<file path="src/rtl/pwm_pkg.sv">
// Shared definitions for the PWM block: counter width and channel state encoding.
// The clock divider sizes its divisor with the same CNT_W.
package pwm_pkg;

  localparam int unsigned CNT_W = 16;

  typedef enum logic [1:0] {
    ST_IDLE = 2'd0,
    ST_RUN  = 2'd1,
    ST_DONE = 2'd2
  } state_e;

endpackage

</file>
<file path="src/rtl/pwm_channel_if.sv">
// Control/status bundle of one PWM channel. The channel takes the slave side,
// whatever programs it (register block or testbench) takes the master side.
interface pwm_channel_if;
  import pwm_pkg::*;

  logic             en_i;
  logic             tick_src_i;
  logic [CNT_W-1:0] period_i;
  logic [CNT_W-1:0] duty_i;
  logic             polarity_i;
  logic             oneshot_i;
  logic             load_i;
  logic             pwm_o;
  logic             oe_o;
  logic             period_end_o;
  logic             busy_o;
  logic [CNT_W-1:0] cnt_o;

  modport master (
    output en_i, tick_src_i, period_i, duty_i, polarity_i, oneshot_i, load_i,
    input  pwm_o, oe_o, period_end_o, busy_o, cnt_o
  );

  modport slave (
    input  en_i, tick_src_i, period_i, duty_i, polarity_i, oneshot_i, load_i,
    output pwm_o, oe_o, period_end_o, busy_o, cnt_o
  );

endinterface

</file>
<file path="src/rtl/pwm_tick_detect.sv">
// Turns a divided clock (synchronous to clk_i) into a one-cycle tick on each
// of its rising edges. Shared by every consumer of the divider outputs.
module pwm_tick_detect (
  input  logic clk_i,
  input  logic rst_ni,
  input  logic src_i,
  output logic tick_o
);

  logic src_d, src_q;

  assign src_d = src_i;

  // NOTE: sequential state is updated with non-blocking assignments only, so
  // every flop samples the values from before the edge regardless of order.
  always_ff @(posedge clk_i or negedge rst_ni) begin
    if (!rst_ni) begin
      src_q <= 1'b0;
    end else begin
      src_q <= src_d;
    end
  end

  assign tick_o = src_i & ~src_q;

endmodule

</file>
<file path="src/rtl/pwm_channel.sv">
// One PWM waveform generator: counts divider ticks over a shadowed period and
// drives a duty-controlled, polarity-adjusted output plus a period-end pulse.
module pwm_channel
  import pwm_pkg::*;
(
  input  logic         clk_i,
  input  logic         rst_ni,
  pwm_channel_if.slave bus
);

  state_e           state_q, state_d;
  logic [CNT_W-1:0] cnt_q, cnt_d;
  logic [CNT_W-1:0] per_s_q, per_s_d;
  logic [CNT_W-1:0] duty_s_q, duty_s_d;
  logic             load_pend_q, load_pend_d;
  logic             pwm_q, pwm_d;
  logic             oe_q, oe_d;
  logic             period_end_q, period_end_d;
  logic             busy_q, busy_d;
  logic             tick;
  logic             active;

  pwm_tick_detect u_tick_detect (
    .clk_i  (clk_i),
    .rst_ni (rst_ni),
    .src_i  (bus.tick_src_i),
    .tick_o (tick)
  );

  // NOTE: every signal assigned in this block gets a default first, so no
  // path through the case statement can leave one unassigned and infer a latch.
  always_comb begin
    state_d      = state_q;
    cnt_d        = cnt_q;
    per_s_d      = per_s_q;
    duty_s_d     = duty_s_q;
    load_pend_d  = load_pend_q;
    period_end_d = 1'b0;

    if (!bus.en_i) begin
      state_d     = ST_IDLE;
      cnt_d       = '0;
      load_pend_d = 1'b0;
    end else begin
      unique case (state_q)
        ST_IDLE: begin
          state_d     = ST_RUN;
          per_s_d     = bus.period_i;
          duty_s_d    = bus.duty_i;
          load_pend_d = 1'b0;
          cnt_d       = '0;
        end
        ST_RUN: begin
          if (bus.load_i) begin
            load_pend_d = 1'b1;
          end
          // A zero period parks the counter at 0: no wrap, no period-end pulse.
          if (tick && (per_s_q != '0)) begin
            if (cnt_q == per_s_q - CNT_W'(1)) begin
              cnt_d        = '0;
              period_end_d = 1'b1;
              if (load_pend_q || bus.load_i) begin
                per_s_d     = bus.period_i;
                duty_s_d    = bus.duty_i;
                load_pend_d = 1'b0;
              end
              if (bus.oneshot_i) begin
                state_d = ST_DONE;
              end
            end else begin
              cnt_d = cnt_q + CNT_W'(1);
            end
          end
        end
        ST_DONE: begin
          state_d = ST_DONE;
        end
        default: begin
          state_d = ST_IDLE;
        end
      endcase
    end

    // Outputs derive from next-state values so the registered pwm_o lines up
    // with the registered cnt_o in the same cycle.
    busy_d = (state_d == ST_RUN);
    oe_d   = busy_d;
    active = busy_d && (cnt_d < duty_s_d) && (per_s_d != '0);
    pwm_d  = active ^ bus.polarity_i;
  end

  // NOTE: shadows are plain flops, not a memory, so they take the async reset
  // together with the rest of the channel state.
  always_ff @(posedge clk_i or negedge rst_ni) begin
    if (!rst_ni) begin
      state_q      <= ST_IDLE;
      cnt_q        <= '0;
      per_s_q      <= '0;
      duty_s_q     <= '0;
      load_pend_q  <= 1'b0;
      pwm_q        <= 1'b0;
      oe_q         <= 1'b0;
      period_end_q <= 1'b0;
      busy_q       <= 1'b0;
    end else begin
      state_q      <= state_d;
      cnt_q        <= cnt_d;
      per_s_q      <= per_s_d;
      duty_s_q     <= duty_s_d;
      load_pend_q  <= load_pend_d;
      pwm_q        <= pwm_d;
      oe_q         <= oe_d;
      period_end_q <= period_end_d;
      busy_q       <= busy_d;
    end
  end

  assign bus.pwm_o        = pwm_q;
  assign bus.oe_o         = oe_q;
  assign bus.period_end_o = period_end_q;
  assign bus.busy_o       = busy_q;
  assign bus.cnt_o        = cnt_q;

endmodule

</file>
<file path="src/flat_wrapper.sv">
// flat-port wrapper written by rule: the top's interface ports become plain ports
module pwm_channel_flat import pwm_pkg::*;
  (clk_i, rst_ni, bus_en_i, bus_tick_src_i, bus_period_i, bus_duty_i, bus_polarity_i, bus_oneshot_i, bus_load_i, bus_pwm_o, bus_oe_o, bus_period_end_o, bus_busy_o, bus_cnt_o);
  pwm_channel_if bus_i ();
  input  logic clk_i;
  input  logic rst_ni;
  input wire logic [$bits(bus_i.en_i)-1:0] bus_en_i;
  input wire logic [$bits(bus_i.tick_src_i)-1:0] bus_tick_src_i;
  input wire logic [$bits(bus_i.period_i)-1:0] bus_period_i;
  input wire logic [$bits(bus_i.duty_i)-1:0] bus_duty_i;
  input wire logic [$bits(bus_i.polarity_i)-1:0] bus_polarity_i;
  input wire logic [$bits(bus_i.oneshot_i)-1:0] bus_oneshot_i;
  input wire logic [$bits(bus_i.load_i)-1:0] bus_load_i;
  output wire logic [$bits(bus_i.pwm_o)-1:0] bus_pwm_o;
  output wire logic [$bits(bus_i.oe_o)-1:0] bus_oe_o;
  output wire logic [$bits(bus_i.period_end_o)-1:0] bus_period_end_o;
  output wire logic [$bits(bus_i.busy_o)-1:0] bus_busy_o;
  output wire logic [$bits(bus_i.cnt_o)-1:0] bus_cnt_o;
  assign bus_i.en_i = bus_en_i;
  assign bus_i.tick_src_i = bus_tick_src_i;
  assign bus_i.period_i = bus_period_i;
  assign bus_i.duty_i = bus_duty_i;
  assign bus_i.polarity_i = bus_polarity_i;
  assign bus_i.oneshot_i = bus_oneshot_i;
  assign bus_i.load_i = bus_load_i;
  assign bus_pwm_o = bus_i.pwm_o;
  assign bus_oe_o = bus_i.oe_o;
  assign bus_period_end_o = bus_i.period_end_o;
  assign bus_busy_o = bus_i.busy_o;
  assign bus_cnt_o = bus_i.cnt_o;
  pwm_channel u_core (.clk_i(clk_i), .rst_ni(rst_ni), .bus(bus_i));
endmodule
</file>
<file path="config.mk">
export PLATFORM = sky130hd
export DESIGN_NAME = pwm_channel_flat
export DESIGN_NICKNAME = d
export VERILOG_FILES = /design/src/rtl/pwm_pkg.sv /design/src/rtl/pwm_channel_if.sv /design/src/rtl/pwm_tick_detect.sv /design/src/rtl/pwm_channel.sv /design/src/flat_wrapper.sv
export SDC_FILE = /design/constraint.sdc
export NUM_CORES = 1
export LEC_CHECK = 0
export CAP_MARGIN = 20
export CELL_PAD_IN_SITES_DETAIL_PLACEMENT = 1
export CELL_PAD_IN_SITES_GLOBAL_PLACEMENT = 1
export CORE_MARGIN = 2
export CORE_UTILIZATION = 44
export CTS_CLUSTER_DIAMETER = 80
export DETAILED_ROUTE_END_ITERATION = 10
export PLACE_DENSITY_LB_ADDON = 0.2
export SLEW_MARGIN = 20
export SYNTH_ARGS = -nofsm -noshare
export SYNTH_HDL_FRONTEND = slang
export SYNTH_HIERARCHICAL = 1
export SYNTH_SLANG_ARGS = --single-unit
</file>
<file path="constraint.sdc">
create_clock -name clk_i -period 9.7 [get_ports clk_i]
set_input_delay 1.94 -clock clk_i [delete_from_list [all_inputs] [get_ports clk_i]]
set_output_delay 1.94 -clock clk_i [all_outputs]
set_load 0.02 [all_outputs]
</file>
==> impl_metrics.csv <==
group,metric,value,unit
outcome,run_status,"completed",
timing,worst_clock_skew,0.0119,ns
layout,final_nets,472,
synthesis,seq_area_frac_synth,0.392,
floorplan,coreArea,7730,um2
global_route,grt_max_degree,56,
flow_run,max_cap_violations,0,
clocking,post_cts_resized,0,
floorplan,rows,32,
global_route,grt_pass1_vias,3166,
synthesis,syn_avg_cell_area,9.52,um2
worst_setup_path,arrival,6.36,ns
timing,min_period,6.12,ns
timing,hold_violations,0,
clocking,cts-root-buf,"clkbuf_8",
layout,multi_input_area,1940,um2
timing,tns,0,ns
routing,vias,3024,
synthesis,synth_ff_type,"dfrtp_1",
synthesis,async_flop_share,1.00,
timing,finalSetupViolations,0,
timing,max_freq,0.163,GHz
clocking,clk_path_buf_depth,2,
clocking,cts.sinks,55,
synthesis,synth_nets,426,
clocking,h-tree-depth,2,
timing,tightest_slew,0.888,ns
placement,portBuffers,58,
worst_setup_path,end_kind,"flip-flop",
floorplan,ios,59,
routing,wl,9590,um
global_route,grt_pass1_wl,15500,um
routing,antenna_left,0,
synthesis,synthCells,369,
floorplan,die_w,93.4,um
worst_setup_path,cp_max_fo,20,
worst_setup_path,worstPathRequired,9.94,ns
clocking,post_cts_buffers,0,
hold_path,hold_depth,2,
floorplan,dieHeight,93.4,um
routing,routedWlPerCell,18.5,um
worst_setup_path,start_kind,"input port",
routing,dr.pass1.iters,4,
worst_setup_path,rr_worst_depth,19,
timing,slew_headroom,0.408,
global_route,grt_antenna_before_repair,0,
clocking,cts_tree,"done",
clocking,holdBufCountCts,0,
layout,antenna_cells,0,
power,ir_drop,0.0641,mV
placement,pre_cts_ws,3.00,ns
floorplan,initial_utilization,0.455,
clocking,clock_latency,0.31,ns
routing,viasPerCell,5.85,
layout,seqCellArea,1380,um2
synthesis,yosys-top-cells-area,"dfrtp_1 (39%), ha_1 (6.4%), mux2_2 (4.5%)",
hold_path,hp-class,"flip-flop to flip-flop",
placement,dp_hpwl,7240,um
synthesis,synth_top_area_cell,"dfrtp_1",
synthesis,netlist-cell-type-count,59,
timing,fin_crit_sh,0.631,
routing,drt_iter0_drc,91,
clocking,cts_buffers,5,
synthesis,synth_edf_count,0,
clocking,clk_pin_slew,0.10,ns
layout,layout-drive-gt1-share,0.0771,
placement,gp_congestion,0.850,
timing,worst_slack,3.58,ns
floorplan,die-area,8720,um2
worst_setup_path,crit_type,"input port to flip-flop",
synthesis,synth_area,3510,um2
synthesis,yosys_warnings,6,
layout,area_delta_synth_final,20.3,%
global_route,grtUsageTotal,0.228,
global_route,gr-total-overflow,0,
synthesis,yosysTopAreaCellShare,0.392,
power,p_per_area,123,nW/um2
routing,drc,0,
power,leakagePower,1.74,nW
synthesis,ys_ff_latch,55,
timing,rsz0062_at_grt,"false",
timing,slew_viol_final,0,
layout,fillers,882,
[final cells by class]
class                      instances  share of cell area
timing repair buffer              60               0.145
sequential                        55               0.326
inverter                          21              0.0187
tap                              102              0.0302
multi-input combinational        272               0.460
clock buffer                       6              0.0195
clock inverter                     1             0.00118
[worst max-delay path: stages]
cell and delay [ns]:
clkdlybuf4s50_1 0.48, nor2b_4 0.16, nand4_1 0.08, nor4_1 0.26, and4_1 0.51, o21ai_2 0.15, a21oi_4 0.58, buf_16 0.24
mux2_2 0.36, inv_1 0.06, ha_1 0.24, a21o_1 0.19, a21o_1 0.17, a21oi_1 0.17, and2_1 0.17, o211ai_1 0.08
o21a_1 0.20, nor3b_2 0.19, xor2_1 0.16
[metal layers]
| metal | part of all wire | track usage | vias to the layer above |
|---|---|---|---|
| met3 | 0.034 | 0.0290 | 11 |
| li1 | - | - | 1430 |
| met2 | 0.51 | 0.403 | 55 |
| met5 | 0 | 0 | - |
| met4 | 0.017 | 0.0882 | 0 |
| met1 | 0.43 | 0.282 | 1528 |
[flip-flops by register name (all words and copies together) (netlist names)]
name and flops:
u_core/duty_s_q 16, u_core/load_pend_q 1, u_core/per_s_q 16, u_core/bus.period_end_o 1
u_core/u_tick_detect/src_q 1, u_core/bus.pwm_o 1, u_core/bus.busy_o 1, u_core/bus.cnt_o 16
u_core/state_q 2
[final timing paths]
check / slack, ns / end / startpoint
setup / recovery: 3.58 / u_core/bus.pwm_o / bus_tick_src_i
hold / removal: 0.50 / u_core/duty_s_q[4] / u_core/duty_s_q[4]
setup reg to reg: 3.79 / u_core/bus.pwm_o / u_core/per_s_q[0]
hold reg to reg: 0.50 / u_core/duty_s_q[4] / u_core/duty_s_q[4]
max in group asynchronous: 7.45 / u_core/bus.period_end_o / rst_ni
min in group asynchronous: 1.76 / u_core/per_s_q[1] / rst_ni
[stage by stage]
step / hold slack, ns / std cells / util / cell area (um2) / power [mW]
global route: 0.525 / 517 / 0.547 / 4230 / 0.550
global placement: 0.471 / 509 / 0.532 / 4110 / 0.387
floorplan: 0.452 / 369 / - / 3510 / 0.348
CTS: 0.510 / 516 / 0.543 / 4200 / 0.529
finish: 0.503 / 517 / 0.547 / 4230 / 0.522
detailed placement: 0.485 / 509 / 0.532 / 4110 / 0.394
[Yosys cell counts, types with 6 or more instances]
master     n
dfrtp_1   55
nand2_1   31
o21ai_0   28
inv_1     21
ha_1      18
xnor2_1   17
mux2_2    14
mux2i_1   14
nand3_1   13
nor2_1    11
nor4_1    11
clkbuf_1  10
nor3_1     9
a21oi_1    8
nand4_1    8
o31ai_1    8
nor2b_1    7
nand2b_1   6
xor2_1     6
[placed cells by master, fill, tap and decap left out, types with 2 or more instances in the layout]
master           count
clkdlybuf4s50_1     57
dfrtp_1             55
nand2_1             31
o21ai_0             28
inv_1               21
ha_1                18
xnor2_1             17
mux2i_1             14
mux2_2              14
nand3_1             13
nor4_1              11
nor2_1              11
nor3_1               9
nand4_1              8
o31ai_1              8
a21oi_1              8
nor2b_1              7
clkbuf_8             6
xor2_1               6
nand2b_1             6
o41ai_1              5
a31oi_1              5
and3_1               5
a21o_1               5
or3_1                3
o211ai_1             3
and2_1               3
or4_1                2
o31a_1               2
nor3b_1              2
and4_1               2
nor4b_1              2
[power by group]
group	total, mW	leakage (nW)	switching (mW)	internal [mW]
clock network	0.131	0.0470	0.0748	0.0563
logic	0.117	1.01	0.0591	0.0582
registers	0.273	0.688	0.0232	0.250
total	0.522	1.74	0.157	0.364
[logic make-up after synthesis]
| group | count (synthesis) | share of synthesized area |
|---|---|---|
| and+or+nand+nor | 123 | 0.193 |
| AOI/OAI and AO/OA | 79 | 0.151 |
| DFF | 55 | 0.392 |
| buffers and inverters | 42 | 0.0548 |
| muxes | 29 | 0.0880 |
| xor gates and xnor gates | 23 | 0.0573 |
| adders and majority gates | 18 | 0.0641 |
(Power assumes the default switching activity.)
